$ cat src/rtl/pipe_wb_stage_pkg.sv
// Shared definitions for the MEM->WB stage: control bit positions and default widths.
package pipe_wb_stage_pkg;

    localparam int unsigned CTRL_REGWRITE = 0;
    localparam int unsigned CTRL_MEMTOREG = 1;

    localparam int unsigned DEF_DATA_W = 32;
    localparam int unsigned DEF_ADDR_W = 5;
    localparam int unsigned DEF_CTRL_W = 2;
    localparam int unsigned DEF_CNT_W  = 16;

endpackage

$ cat src/rtl/pipe_wb_stage_slot.sv
// One pipeline slot: a valid bit plus a payload register that only changes on load.
module pipe_wb_stage_slot #(
    parameter int unsigned W = 39
) (
    input  logic         clk,
    input  logic         rst,
    input  logic         load,
    input  logic         clr,
    input  logic [W-1:0] d,
    output logic         valid,
    output logic [W-1:0] q
);

    // load wins over clr so a slot can be emptied and refilled in the same cycle
    always_ff @(posedge clk or posedge rst) begin
        if (rst) begin
            valid <= 1'b0;
        end else if (load) begin
            valid <= 1'b1;
        end else if (clr) begin
            valid <= 1'b0;
        end
    end

    always_ff @(posedge clk or posedge rst) begin
        if (rst) begin
            q <= '0;
        end else if (load) begin
            q <= d;
        end
    end

endmodule

$ cat src/rtl/pipe_wb_stage.sv
// MEM->WB pipeline register with valid/ready handshake, optional skid entry,
// flush, x0-write suppression and a saturating stall counter.
module pipe_wb_stage
    import pipe_wb_stage_pkg::*;
#(
    parameter int unsigned DATA_W    = DEF_DATA_W,
    parameter int unsigned ADDR_W    = DEF_ADDR_W,
    parameter int unsigned CTRL_W    = DEF_CTRL_W,
    parameter bit          SKID      = 1'b1,
    parameter bit          ZERO_SUPP = 1'b1,
    parameter int unsigned CNT_W     = DEF_CNT_W
) (
    input  logic              clk,
    input  logic              rst,
    input  logic              flush,
    input  logic              in_valid,
    output logic              in_ready,
    input  logic [DATA_W-1:0] in_wdata,
    input  logic [ADDR_W-1:0] in_wa,
    input  logic [CTRL_W-1:0] in_ctrl,
    output logic              out_valid,
    input  logic              out_ready,
    output logic [DATA_W-1:0] out_wdata,
    output logic [ADDR_W-1:0] out_wa,
    output logic [CTRL_W-1:0] out_ctrl,
    output logic [CNT_W-1:0]  stall_cnt
);

    localparam int unsigned PW = CTRL_W + ADDR_W + DATA_W;
    localparam logic [CNT_W-1:0] CNT_MAX = '1;
    localparam logic [CNT_W-1:0] CNT_ONE = {{(CNT_W-1){1'b0}}, 1'b1};

    logic              accept;
    logic              consume;
    logic              head_valid;
    logic              head_load;
    logic              head_clr;
    logic [PW-1:0]     head_d;
    logic [PW-1:0]     head_q;
    logic [PW-1:0]     in_payload;
    logic [CTRL_W-1:0] in_ctrl_cap;
    logic [CTRL_W-1:0] head_ctrl;
    logic [CNT_W-1:0]  stall_cnt_q;

    assign accept  = in_valid && in_ready;
    assign consume = head_valid && out_ready;

    // Writes to x0 are architecturally dead; drop regwrite so the forwarding unit ignores them too.
    always_comb begin
        in_ctrl_cap = in_ctrl;
        if (ZERO_SUPP && (in_wa == '0)) begin
            in_ctrl_cap[CTRL_REGWRITE] = 1'b0;
        end
    end

    assign in_payload = {in_ctrl_cap, in_wa, in_wdata};
    assign head_clr   = flush || consume;

    pipe_wb_stage_slot #(
        .W (PW)
    ) u_head (
        .clk   (clk),
        .rst   (rst),
        .load  (head_load),
        .clr   (head_clr),
        .d     (head_d),
        .valid (head_valid),
        .q     (head_q)
    );

    if (SKID) begin : g_skid
        logic          skid_valid;
        logic          skid_load;
        logic          skid_clr;
        logic          skid_valid_nxt;
        logic          in_ready_q;
        logic [PW-1:0] skid_q;

        // Skid only fills while the head is held, so it is always the older of nothing behind it.
        assign skid_load      = !flush && accept && head_valid && !out_ready;
        assign skid_clr       = flush || consume;
        assign head_load      = !flush && ((consume && skid_valid)
                                           || (accept && (!head_valid || out_ready)));
        assign head_d         = skid_valid ? skid_q : in_payload;
        assign skid_valid_nxt = !flush && (skid_load || (skid_valid && !consume));

        pipe_wb_stage_slot #(
            .W (PW)
        ) u_skid (
            .clk   (clk),
            .rst   (rst),
            .load  (skid_load),
            .clr   (skid_clr),
            .d     (in_payload),
            .valid (skid_valid),
            .q     (skid_q)
        );

        always_ff @(posedge clk or posedge rst) begin
            if (rst) begin
                in_ready_q <= 1'b1;
            end else begin
                in_ready_q <= !skid_valid_nxt;
            end
        end

        assign in_ready = in_ready_q;
    end else begin : g_noskid
        assign head_load = !flush && accept;
        assign head_d    = in_payload;
        assign in_ready  = out_ready || !head_valid;
    end

    assign out_valid                      = head_valid;
    assign {head_ctrl, out_wa, out_wdata} = head_q;
    assign out_ctrl                       = head_valid ? head_ctrl : '0;

    // Flush deliberately leaves the counter alone; it tracks backpressure history, not contents.
    always_ff @(posedge clk or posedge rst) begin
        if (rst) begin
            stall_cnt_q <= '0;
        end else if (head_valid && !out_ready && (stall_cnt_q != CNT_MAX)) begin
            stall_cnt_q <= stall_cnt_q + CNT_ONE;
        end
    end

    assign stall_cnt = stall_cnt_q;

endmodule

$ cat config.mk
export PLATFORM = sky130hd
export DESIGN_NAME = pipe_wb_stage
export DESIGN_NICKNAME = d
export VERILOG_FILES = /design/src/rtl/pipe_wb_stage_pkg.sv /design/src/rtl/pipe_wb_stage_slot.sv /design/src/rtl/pipe_wb_stage.sv
export SDC_FILE = /design/constraint.sdc
export NUM_CORES = 1
export LEC_CHECK = 0
export ABC_AREA = 1
export CAP_MARGIN = 25
export CORE_UTILIZATION = 50
export CTS_CLUSTER_SIZE = 40
export DETAILED_ROUTE_END_ITERATION = 8
export GPL_TIMING_DRIVEN = 0
export PLACE_DENSITY = 0.88
export SYNTH_ARGS = -nofsm -noshare
export SYNTH_HDL_FRONTEND = slang
export SYNTH_SLANG_ARGS = --single-unit
$ cat constraint.sdc
create_clock -name clk -period 3.5 [get_ports clk]
set_input_delay 0.35 -clock clk [delete_from_list [all_inputs] [get_ports clk]]
set_output_delay 0.35 -clock clk [all_outputs]
set_load 0.01 [all_outputs]
==> results of run 1 <==
[registers in the layout, indices dropped and copies added (netlist names)]
name / flops
u_head.q: 39
g_skid.u_skid.q: 39
stall_cnt: 16
g_skid.u_skid.valid: 1
in_ready: 1
u_head.valid: 1
[cell usage after synthesis, types with 2 or more instances]
cell type	count
nand2_1	161
o31ai_1	38
buf_6	3
nor2_1	93
nand2_2	2
buf_2	8
buf_4	39
nor2_2	5
nand3_1	14
clkbuf_1	13
dfrtp_1	96
xor2_1	3
o21ai_0	6
nand4_1	5
inv_1	60
o21ai_1	33
a21oi_1	2
[stage by stage]
step,utilization,cell area (µm²),std cells,total power [mW]
floorplan,-,4773,590,1.960
global placement,0.6424,5936,819,2.303
detailed placement,0.6456,5966,820,2.350
CTS,0.6720,6210,836,3.231
global route,0.6720,6210,836,3.380
finish,0.6720,6210,836,3.218
[how the worst max path moves through the flow]
stage,start,slack [ns],end,depth (start not counted)
6_report,u_head.valid$_DFFE_PP0P_,1.62,out_ctrl[1],3
5_1_grt,u_head.valid$_DFFE_PP0P_,1.58,out_ctrl[1],3
4_1_cts,in_ready$_DFF_PP1_,1.62,in_ready,1
3_5_place_dp,in_valid,1.50,u_head.q[28]$_DFFE_PP0P_,6
3_3_place_gp,rst,-0.72,u_head.q[15]$_DFFE_PP0P_,2
2_1_floorplan,rst,0.62,g_skid.u_skid.q[0]$_DFFE_PP0P_,1
[cell families (layout without fill, tap and decap cells)]
logic type / after synthesis / after routing / synth area share
xor+xnor: 4 / 4 / 0.007341
buf+inv: 124 / 241 / 0.1355
fa+ha+maj: 1 / 1 / 0.002621
flops: 97 / 97 / 0.5088
compound gates: 82 / 82 / 0.1090
simple gates: 282 / 282 / 0.2367
[layout make-up]
cell class / count / area, µm² / share of cell area
clock inverter: 5 / 102.6 / 0.01652
buffer: 63 / 415.4 / 0.06689
inverter: 61 / 234.0 / 0.03768
multi-input combinational: 369 / 1698 / 0.2734
tap: 129 / 161.4 / 0.02599
clock buffer: 11 / 141.4 / 0.02277
sequential: 97 / 2429 / 0.3911
timing repair buffer: 101 / 1028 / 0.1656
[placed cells by master (no fill, tap or decap), types with 5 or more instances in the layout]
master and count:
buf_2 8, buf_4 39, clkbuf_1 14, clkbuf_8 10
clkdlybuf4s50_1 100, dfrtp_1 96, inv_1 59, nand2_1 161
nand3_1 14, nand4_1 5, nor2_1 93, nor2_2 5
o21ai_0 6, o21ai_1 33, o31ai_1 38
[power breakdown]
group,switching [mW],internal [mW]
registers,0.156,1.35
logic,0.364,0.469
clock network,0.383,0.494
[per-layer routing]
metal | track usage | wire length [µm] | up-vias
met3 | 0.03865 | 649 | 31
met1 | 0.3140 | 4885 | 2008
met5 | 0 | 0 | -
met4 | 0.1165 | 280 | 0
met2 | 0.4302 | 5933 | 188
li1 | - | - | 2040
[worst reg2reg max path, cell delays in order (launching register included)]
cell,delay [ns]
dfstp_2,0.60
nand2_1,0.09
nand2_1,0.11
nand3_2,0.14
clkbuf_1,0.29
o31ai_1,0.34
==> flow_metrics.env, run 1 <==
export IMPL_h_tree_depth=3
export IMPL_synth_nets=635
export IMPL_postSynthAreaPerCell_um2=8.090
export IMPL_rows=35
export IMPL_r2r_start="in_ready$_DFF_PP1_"
export IMPL_drtAntennaViolNets=0
export IMPL_ys_async_sr_fraction=1.000
export IMPL_relSlewSlack=0.6074
export IMPL_n_fill_cell=723
export IMPL_crit_buf_inv=2
export IMPL_ys_ff_latch=97
export IMPL_clkLatencyLatePin_ns=0.35
export IMPL_finalSetupViolations=0
export IMPL_end_kind="output port"
export IMPL_dp_slack_ns=1.499
export IMPL_path_class="flip-flop to output port"
export IMPL_synth_edf_count=0
export IMPL_grt_max_degree=75
export IMPL_grtUsageTotal=0.2516
export IMPL_r2r_setup_slack_ns=1.82
export IMPL_max_cap_viol_count=0
export IMPL_syn_area_mm2=0.004773
export IMPL_root_buffer="clkbuf_8"
export IMPL_synth_ff_type="dfrtp_1"
export IMPL_cts_sinks=97
export IMPL_r2r_cells=5
export IMPL_r2r_end="u_head.q[27]$_DFFE_PP0P_"
export IMPL_overflow=0
export IMPL_grt_setup_unrepaired="false"
export IMPL_pin_count=101
export IMPL_cp_required_ns=3.15
export IMPL_hpwl_um=8268
export IMPL_synth_distinct_cells=26
export IMPL_post_cts_resized=0
export IMPL_hold_buffers=0
export IMPL_core_area_mm2=0.009240
export IMPL_fmax_mhz=532.6
export IMPL_cellLeakagePower_nw=3.062
export IMPL_startpoint_type="flip-flop"
export IMPL_drc=0
export IMPL_routedWlPerCell_um=14.05
export IMPL_drtPass1Iterations=7
export IMPL_timing_hold_violations_final=0
export IMPL_post_cts_buffers=0
export IMPL_drt_vias_per_instance=5.104
export IMPL_n_antenna_cell=0
export IMPL_synthToLayoutAreaGrowth_pct=30.09
export IMPL_max_stage_delay_ns=0.54
export IMPL_vdd_drop_max_mv=0.3063
export IMPL_drtIter0Drc=305
export IMPL_drive_above_1_share=0.1117
export IMPL_die_y_um=99.71
export IMPL_crit_family="buffers and inverters"
export IMPL_antenna_found_initial=0
export IMPL_die_area_mm2=0.009941
export IMPL_worstMarginPinSlew_ns=0.5889
export IMPL_port_buffers=100
export IMPL_whs_ns=0.3105
export IMPL_hp_class="primary input to asynchronous set/reset pin"
export IMPL_cp_max_fo=6
export IMPL_die_x_um=99.71
export IMPL_critical_path_cell_chain="nand2_1 -> inv_1 -> clkdlybuf4s50_1"
export IMPL_dr_total_vias=4267
export IMPL_post_route_period_util=0.5364
export IMPL_clock_skew_ns=0.007962
export IMPL_cts_clk_slew_worst_paths_ns=0.09
export IMPL_cts_buffers_inserted=9
export IMPL_yosys_warnings=0
export IMPL_synth_area_top_cells="dfrtp_1 50%, nand2_1 13%, nor2_1 7.3%, buf_4 6.1%, o31ai_1 6.0%"
export IMPL_clock_path_buffers=2
export IMPL_status="finished, final reports clean"
export IMPL_arrival_ns=1.53
export IMPL_nNetsFinal=747
export IMPL_fin_crit_ns=1.877
export IMPL_synth_seq_area_share=0.5088
export IMPL_drv_slew=0
export IMPL_start_util=0.5166
export IMPL_grt_pass1_vias=4146
export IMPL_critPathSlowestCell="clkdlybuf4s50_1"
export IMPL_tritoncts="yes"
export IMPL_pwr_density_cell_mw_per_mm2=518.2
export IMPL_layout_setup_ws_ns=1.623
export IMPL_synth_top_cell_by_area="dfrtp_1"
export IMPL_grt_pass1_wl_um=19720
export IMPL_place_congestion=0.9136
export IMPL_synth_top_area_frac=0.5033
export IMPL_syn_inst=590
export IMPL_fin_tns_setup_ns=0
export IMPL_routed_wl_um=11750
Note: power is estimated with default switching activity, not from simulation.
==> inputs of run 2 (changes only) <==
Settings changed: CORE_UTILIZATION 50 to 46, PLACE_DENSITY 0.88 to 0.85.
Clock period 3.5 ns to 1.7 ns, I/O delays scaled along.
==> run 2 against run 1 <==
Effect of this change: first-iteration DRC count down 6.9%; critical path depth is 2 lower; global-route usage shrank 2.4 points; hold slack worse by 0.10 ns; clock-buffer cell count down 1; via count rose by 0.19%; register-to-register slack lost 1.7 ns; clock power increased by 68%; critical endpoint is now in_ready.
==> flow_metrics.env, run 2 (synthesized netlist as in run 1, its figures left out) <==
export IMPL_arrival_ns=1.50
export IMPL_finalSetupViolations=0
export IMPL_fmax_mhz=597.2
export IMPL_n_fill_cell=824
export IMPL_nNetsFinal=750
export IMPL_mostFrequentLayoutCells="161 x nand2_1, 100 x clkdlybuf4s50_1, 94 x dfrtp_1"
export IMPL_status="finished, final reports clean"
export IMPL_end_kind="output port"
export IMPL_synthToLayoutAreaGrowth_pct=30.14
export IMPL_start_util=0.4817
export IMPL_max_stage_delay_ns=0.59
export IMPL_die_y_um=103.9
export IMPL_die_x_um=103.9
export IMPL_post_route_period_util=0.9851
export IMPL_cp_required_ns=1.53
export IMPL_drtPass1Iterations=5
export IMPL_clock_path_buffers=2
export IMPL_routedWlPerCell_um=13.78
export IMPL_fin_crit_ns=1.675
export IMPL_r2r_start="in_ready$_DFF_PP1_"
export IMPL_layout_commonest_cell="nand2_1"
export IMPL_drv_slew=0
export IMPL_path_class="flip-flop to output port"
export IMPL_rows=36
export IMPL_routed_wl_um=11620
export IMPL_clkLatencyLatePin_ns=0.37
export IMPL_drt_vias_per_instance=5.071
export IMPL_drtIter0Drc=284
export IMPL_startpoint_type="flip-flop"
export IMPL_cts_sinks=97
export IMPL_place_congestion=0.9233
export IMPL_hpwl_um=8678
export IMPL_crit_family="flip-flops"
export IMPL_critPathSlowestCell="dfstp_2"
export IMPL_critical_path_cell_chain="clkdlybuf4s50_1"
export IMPL_comb_power_share=0.274
export IMPL_r2r_setup_slack_ns=0.09
export IMPL_vdd_drop_max_mv=0.5197
export IMPL_drive_above_1_share=0.1225
export IMPL_cts_buffers_inserted=9
export IMPL_pwr_density_cell_mw_per_mm2=1015
export IMPL_max_cap_viol_count=0
export IMPL_dr_total_vias=4275
export IMPL_internal_power_mw=4.373
export IMPL_core_area_mm2=0.009910
export IMPL_port_buffers=100
export IMPL_grt_setup_unrepaired="true"
export IMPL_power_switching_share=0.3062
export IMPL_seqPwrFrac=0.492
export IMPL_overflow=0
export IMPL_clkPwrFrac=0.233
export IMPL_cellLeakagePower_nw=3.057
export IMPL_crit_buf_inv=1
export IMPL_r2r_end="u_head.q[29]$_DFFE_PP0P_"
export IMPL_drc=0
export IMPL_root_buffer="clkbuf_8"
export IMPL_pin_count=101
export IMPL_tritoncts="yes"
export IMPL_clock_skew_ns=0.01494
export IMPL_drtAntennaViolNets=0
export IMPL_die_area_mm2=0.01079
export IMPL_antenna_found_initial=0
export IMPL_switchingPower_mw=1.930
export IMPL_whs_ns=0.2072
export IMPL_multi_input_area_mm2=0.001710
export IMPL_r2r_cells=5
export IMPL_n_antenna_cell=0
export IMPL_dp_slack_ns=-0.1108
export IMPL_fin_tns_setup_ns=0
export IMPL_relSlewSlack=0.5886
export IMPL_layout_setup_ws_ns=0.02538
export IMPL_worstMarginPinSlew_ns=0.6158
export IMPL_cp_max_fo=3
export IMPL_grt_max_degree=37
export IMPL_grt_pass1_wl_um=19840
export IMPL_timing_hold_violations_final=0
export IMPL_p_total_mw=6.303
export IMPL_grt_pass1_vias=4230
export IMPL_cts_clk_slew_worst_paths_ns=0.11
export IMPL_hp_class="primary input to asynchronous set/reset pin"
export IMPL_final_util=0.6269
export IMPL_grtUsageTotal=0.2273
export IMPL_regArea_mm2=0.002431
export IMPL_h_tree_depth=3
==> run 2: changes by cell type in the layout (fill, tap and decap cells not counted), moves of 2 or more <==
cell       change
buf_12         +2
bufinv_16      -3
clkbuf_1       -2
dfrtp_1        -2
dfrtp_2        +2
inv_6          +4
nor2_4         +2
==> run 2: power by group through the flow <==
stage	logic [mW]	registers [mW]	clock network [mW]
detailed placement	1.71	3.14	0
floorplan	0.973	3.06	0
finish	1.73	3.10	1.47
CTS	1.72	3.10	1.49
global placement	1.64	3.11	0
global route	1.90	3.16	1.59
==> run 2: timing repair <==
item | 4_1_cts | 5_1_grt
endpoints found under the setup margin | 2 | 27
resized for setup | 1 | 7
buffers inserted | 0 | 2
pin swaps | 0 | 1
endpoints found under the hold margin | 0 | 0
hold buffers | 0 | 0
==> run 2: worst register-to-register path, stage by stage, from the launching register on <==
cell	delay, ns
dfstp_2	0.59
nand2_1	0.09
nand2_1	0.10
nand3_2	0.15
clkbuf_1	0.30
o31ai_1	0.29
==> run 2: final cells by class <==
class / count / share of cell area
sequential: 97 / 0.3913
buffer: 63 / 0.06767
multi-input combinational: 369 / 0.2753
timing repair buffer: 104 / 0.1700
inverter: 61 / 0.03787
tap: 133 / 0.02679
clock inverter: 6 / 0.008862
clock buffer: 10 / 0.02216
==> run 2: metal layers <==
metal	vias to the layer above	part of all wire	GRT usage
met5	-	0	0
met4	0	0.015	0.06837
met3	17	0.064	0.04762
met2	153	0.50	0.3905
met1	2048	0.42	0.2881
li1	2057	-	-
==> run 2: metrics by stage <==
stage	cells	area, µm²
after global placement	823	5944
final	843	6212
after floorplan	590	4777
after CTS	841	6178
after detailed placement	825	5984
after global routing	843	6212
==> run 2: worst max path at each step <==
stage                             start                              to  slack (ns)  cells past startpoint
5_1_grt              in_ready$_DFF_PP1_        u_head.q[34]$_DFFE_PP0P_      -0.007                      5
6_report             in_ready$_DFF_PP1_                        in_ready        0.03                      1
3_3_place_gp                        rst        u_head.q[24]$_DFFE_PP0P_       -0.60                      2
2_1_floorplan  stall_cnt[1]$_DFFE_PP0P_        stall_cnt[3]$_DFFE_PP0P_        0.29                      7
3_5_place_dp                  out_ready  g_skid.u_skid.q[4]$_DFFE_PP0P_       -0.11                      7
4_1_cts              in_ready$_DFF_PP1_                        in_ready        0.03                      1
==> inputs of run 3 (changes only) <==
Settings changed: GPL_TIMING_DRIVEN 0 to not set, SETUP_SLACK_MARGIN set to 0.5.
==> run 3 against run 2 <==
Effect of this change: combinational power grew 10%; via count is 9.4% higher; register-to-register slack improved by 0.09 ns; maximum frequency rose by 10%; first-iteration DRC count up 35%; total power is 2.9% higher; sequential share of layout area fell by 4.7 points; wire length rose by 32%; clock skew decreased by 0.0011 ns; critical path type is now flip-flop to flip-flop; largest cell class unchanged; largest power group unchanged.
==> flow_metrics.env, run 3 (synthesized netlist as in run 1, its figures left out) <==
export IMPL_fin_crit_ns=1.517
export IMPL_critPathSlowestCell="dfstp_2"
export IMPL_relSlewSlack=0.6513
export IMPL_root_buffer="clkbuf_8"
export IMPL_end_kind="flip-flop"
export IMPL_drtPass1Iterations=7
export IMPL_max_stage_delay_ns=0.57
export IMPL_comb_power_share=0.295
export IMPL_max_cap_viol_count=0
export IMPL_drtAntennaViolNets=0
export IMPL_cellLeakagePower_nw=3.528
export IMPL_clkLatencyLatePin_ns=0.37
export IMPL_critPathLaunch="in_ready$_DFF_PP1_"
export IMPL_drt_vias_per_instance=5.412
export IMPL_status="finished, final reports clean"
export IMPL_pin_count=101
export IMPL_post_route_period_util=0.8923
export IMPL_fin_tns_setup_ns=0
export IMPL_layout_commonest_cell="nand2_1"
export IMPL_p_total_mw=6.487
export IMPL_die_x_um=103.9
export IMPL_nNetsFinal=771
export IMPL_port_buffers=100
export IMPL_place_congestion=0.8421
export IMPL_pwr_density_cell_mw_per_mm2=916.7
export IMPL_grt_pass1_wl_um=21780
export IMPL_cp_max_fo=9
export IMPL_clock_skew_ns=0.01380
export IMPL_worstMarginPinSlew_ns=0.5230
export IMPL_core_area_mm2=0.009910
export IMPL_grt_max_degree=98
export IMPL_r2r_start="in_ready$_DFF_PP1_"
export IMPL_internal_power_mw=4.306
export IMPL_grtUsageTotal=0.2547
export IMPL_h_tree_depth=3
export IMPL_grt_pass1_vias=4399
export IMPL_power_switching_share=0.3363
export IMPL_fin_cells=864
export IMPL_rows=36
export IMPL_drc=0
export IMPL_drv_slew=0
export IMPL_hold_buffers=0
export IMPL_grt_setup_unrepaired="true"
export IMPL_routed_wl_um=15340
export IMPL_dp_slack_ns=0.05275
export IMPL_design_area_mm2=0.007077
export IMPL_tritoncts="yes"
export IMPL_die_y_um=103.9
export IMPL_mostFrequentLayoutCells="134 x nand2_1, 90 x dfrtp_1, 84 x nor2_1"
export IMPL_dp_cells=773
export IMPL_whs_ns=0.2934
export IMPL_fmax_mhz=659.2
export IMPL_overflow=0
export IMPL_routedWlPerCell_um=17.75
export IMPL_drtIter0Drc=384
export IMPL_die_area_mm2=0.01079
export IMPL_start_util=0.4817
export IMPL_n_antenna_cell=0
export IMPL_cts_buffers_inserted=9
export IMPL_path_class="flip-flop to flip-flop"
export IMPL_clkPwrFrac=0.225
export IMPL_vdd_drop_max_mv=0.4900
export IMPL_cp_required_ns=1.95
export IMPL_cts_sinks=97
export IMPL_hpwl_um=7154
export IMPL_dr_total_vias=4676
export IMPL_dpl_cell_area_mm2=0.005674
export IMPL_layout_setup_ws_ns=0.1831
export IMPL_clock_path_buffers=2
export IMPL_synthToLayoutAreaGrowth_pct=48.26
export IMPL_drive_above_1_share=0.3420
export IMPL_switchingPower_mw=2.182
export IMPL_arrival_ns=1.77
export IMPL_finalSetupViolations=0
export IMPL_timing_hold_violations_final=0
export IMPL_hp_class="primary input to asynchronous set/reset pin"
export IMPL_startpoint_type="flip-flop"
export IMPL_cts_clk_slew_worst_paths_ns=0.11
export IMPL_critical_path_cell_chain="nand2_2 -> nand2_4 -> nand3_4 -> buf_12 -> buf_16 -> a21oi_4 -> a21oi_2"
export IMPL_antenna_found_initial=0
export IMPL_final_util=0.7141
export IMPL_seqPwrFrac=0.480
[run 3: metal layers]
| layer | vias up | track usage | share of wire |
|---|---|---|---|
| met5 | - | 0 | 0 |
| met4 | 0 | 0.09082 | 0.034 |
| met3 | 54 | 0.05326 | 0.090 |
| met2 | 290 | 0.4300 | 0.49 |
| met1 | 2227 | 0.3238 | 0.38 |
| li1 | 2105 | - | - |
[run 3: timing repair]
action,CTS,global route
endpoints found under the setup margin,151,135
gates resized for setup,233,88
pin swaps,11,13
buffers inserted,46,12
hold endpoints to repair,0,0
gates cloned,11,6
[run 3: worst max-delay path, delay by kind of cell, from the launching register on]
kind | cells | cell delay (ns)
flip-flops | 1 | 0.57
AO/OA/AOI/OAI | 2 | 0.17
buffers and inverters | 2 | 0.36
AND/OR/NAND/NOR | 3 | 0.29
[run 3: layout make-up]
type / count / area [µm²]
fillers: 665 / 2833
flip-flops and latches: 97 / 2436
multi-input cells: 371 / 2190
repair buffers: 186 / 1864
inverters: 61 / 235.2
well taps: 133 / 166.4
clock buffers: 9 / 123.9
clock inverters: 7 / 61.31
[run 3: path summary, 6_finish.rpt]
kind	to	slack, ns	cells after the start
min in group clk	g_skid.u_skid.q[23]$_DFFE_PP0P_	0.37	3
hold / removal	stall_cnt[0]$_DFFE_PP0P_	0.29	3
max in group asynchronous	u_head.valid$_DFFE_PP0P_	0.98	3
setup reg to reg	u_head.q[37]$_DFFE_PP0P_	0.18	7
setup / recovery	u_head.q[37]$_DFFE_PP0P_	0.18	7
hold reg to reg	g_skid.u_skid.q[19]$_DFFE_PP0P_	0.50	2
[run 3: power groups by stage]
stage                     Clock (mW)  Combinational, mW  Sequential [mW]
final                           1.46               1.91             3.12
after global placement             0               1.38             3.12
after detailed placement           0               1.44             3.14
after CTS                       1.47               1.77             3.08
after global routing            1.57               2.07             3.16
after floorplan                    0              0.989             3.06
==> RTL edit (config.mk and constraints of run 1) <==
Set the package constant `DEF_ADDR_W` to 6 (it was 5).
--- a/src/rtl/pipe_wb_stage_pkg.sv
+++ b/src/rtl/pipe_wb_stage_pkg.sv
@@ -5,7 +5,7 @@
     localparam int unsigned CTRL_MEMTOREG = 1;
 
     localparam int unsigned DEF_DATA_W = 32;
-    localparam int unsigned DEF_ADDR_W = 5;
+    localparam int unsigned DEF_ADDR_W = 6;
     localparam int unsigned DEF_CTRL_W = 2;
     localparam int unsigned DEF_CNT_W  = 16;
 
Ports: changed (resized in_wa and out_wa); port bits go from 101 to 103. No check against the original RTL was run, so the function may have changed too.
==> RTL edit against run 1 <==
Total power decreased by 2.7%. Utilization up 0.13 points. Cell area up 1.1%. Sequential cell count increased by 2. Wire length shrank 1.3%. Area after synthesis grew 1.9%. Global-route usage decreased by 1.2 points. Setup slack lost 0.050 ns. Critical path type unchanged. Largest cell class unchanged.
==> RTL edit: results (changes against run 1) <==
Parameter                              Value

Worst setup path
  R2r setup slk    1.88 ns (was 1.82 ns)
  Biggest fanout along the worst timing path    6 (unchanged)
  Critical Path Max Stage Delay    0.54 ns (about the same)
  Crit path DAT    1.58 ns (was 1.53 ns)

CTS
  Max Buffers Root-to-Sink    2 (unchanged)
  Insertion delay of the later-clocked pin in the worst-skew pair    0.37 ns (was 0.35 ns)
  Clock transition at the register clock pins on the worst setup and hold paths after CTS    around 0.10 ns

Power
  Peak VDD IR    0.290 mV (was 0.306 mV)
  NetSw    0.927 mW (was 0.903 mW)
  Static leakage power    3.12 nW (was 3.06 nW)
  Pwr dens    498 nW/um^2 (was 518 nW/um^2)
  Combinational power share    26.7% (was 25.9%)

Global route
  First-pass GRT wire length    19.0 mm (was 19.7 mm)
  Via count of the first global-routing pass    4206 (was 4146)
  Total global routing track utilization    24.0% (was 25.2%)
  Maximum number of pins on one net before global-route repair    68 (was 75)
  Remaining global-route overflow    0 (unchanged)
  Number of antenna violations at the first check in global routing    0 (unchanged)

Run status
  Result of the run    completed (unchanged)

Yosys
  Main area contributors after synthesis    sky130_fd_sc_hd__dfrtp_1, sky130_fd_sc_hd__nand2_1, sky130_fd_sc_hd__nor2_1, sky130_fd_sc_hd__o31ai_1, sky130_fd_sc_hd__buf_4 (was sky130_fd_sc_hd__dfrtp_1, sky130_fd_sc_hd__nand2_1, sky130_fd_sc_hd__nor2_1, sky130_fd_sc_hd__buf_4, sky130_fd_sc_hd__o31ai_1)
  Synth unique cells    29 (was 26)
  Sequential-to-total area share from yosys stat    50.9% (about the same)
  Synthesized netlist net count    650 (was 635)
  Commonest cells in the netlist    sky130_fd_sc_hd__nand2_1, sky130_fd_sc_hd__nor2_1, sky130_fd_sc_hd__dfrtp_1 (was sky130_fd_sc_hd__nand2_1, sky130_fd_sc_hd__dfrtp_1, sky130_fd_sc_hd__nor2_1)

STA
  Worst slew margin relative to its limit    62.8% (was 60.7%)
  Maximum clock skew at final layout    0.0102 ns (was 0.00796 ns)

Route
  Length of the first detailed-routing pass in iterations    4 (was 7)
  Via-per-instance ratio    5.05 (was 5.10)
  Number of DRC violations after detailed-routing iteration 0    203 (was 305)
  Wire per inst    13.6 um (was 14.1 um)

Place
  Buffers on Ports    102 (was 100)
  Cell area after placement    6080 um^2 (was 5970 um^2)
  Routability cong.    0.848 (was 0.914)
  HPWL after detailed placement    8.37 mm (was 8.27 mm)

Layout
  Filler cell count in the final layout    759 (was 723)
  Share of final-layout standard cells stronger than drive strength 1    10.7% (was 11.2%)
  Final net count    764 (was 747)
==> RTL edit: path summary, 6_finish.rpt <==
path,start,endpoint,cells past startpoint
hold / removal,rst,u_head.q[35],2
setup / recovery,u_head.valid,out_ctrl[0],3
hold reg to reg,g_skid.u_skid.q[7],g_skid.u_skid.q[7],2
max in group asynchronous,rst,in_ready,3
setup reg to reg,u_head.valid,g_skid.u_skid.q[5],5
min in group clk,g_skid.u_skid.q[7],g_skid.u_skid.q[7],2
==> RTL edit: stage by stage <==
step | cells | worst slack [ns] | hold WS [ns] | util (%)
floorplan | 604 | 0.561 | 0.452 | -
global placement | 835 | -0.817 | 0.466 | 64.8
detailed placement | 836 | 1.50 | 0.474 | 65.2
CTS | 852 | 1.57 | 0.358 | 67.3
global route | 852 | 1.53 | 0.391 | 67.3
finish | 852 | 1.57 | 0.350 | 67.3
==> RTL edit: area by class of cell <==
| cell class | instances | area share [%] |
|---|---|---|
| buffer | 63 | 6.24 |
| clock buffer | 11 | 2.25 |
| clock inverter | 5 | 0.976 |
| inverter | 63 | 3.82 |
| multi-input combinational | 379 | 28.0 |
| sequential | 99 | 39.5 |
| tap | 129 | 2.57 |
| timing repair buffer | 103 | 16.7 |
==> RTL edit: logic make-up after synthesis <==
logic type	after synthesis	share of synthesized area (%)
XOR/XNOR	4	0.720
AND/OR/NAND/NOR	291	24.3
adder cells (fa/ha/maj)	1	0.257
AO/OA/AOI/OAI	83	10.8
flip-flops	99	50.9
buffers and inverters	126	12.9
==> RTL edit: metal layers <==
metal | vias up | part of all wire (%) | track usage, %
li1 | 2081 | - | -
met1 | 2067 | 43 | 30.5
met2 | 142 | 50 | 41.1
met3 | 15 | 5.8 | 4.51
met4 | 0 | 1.3 | 8.70
met5 | - | 0 | 0
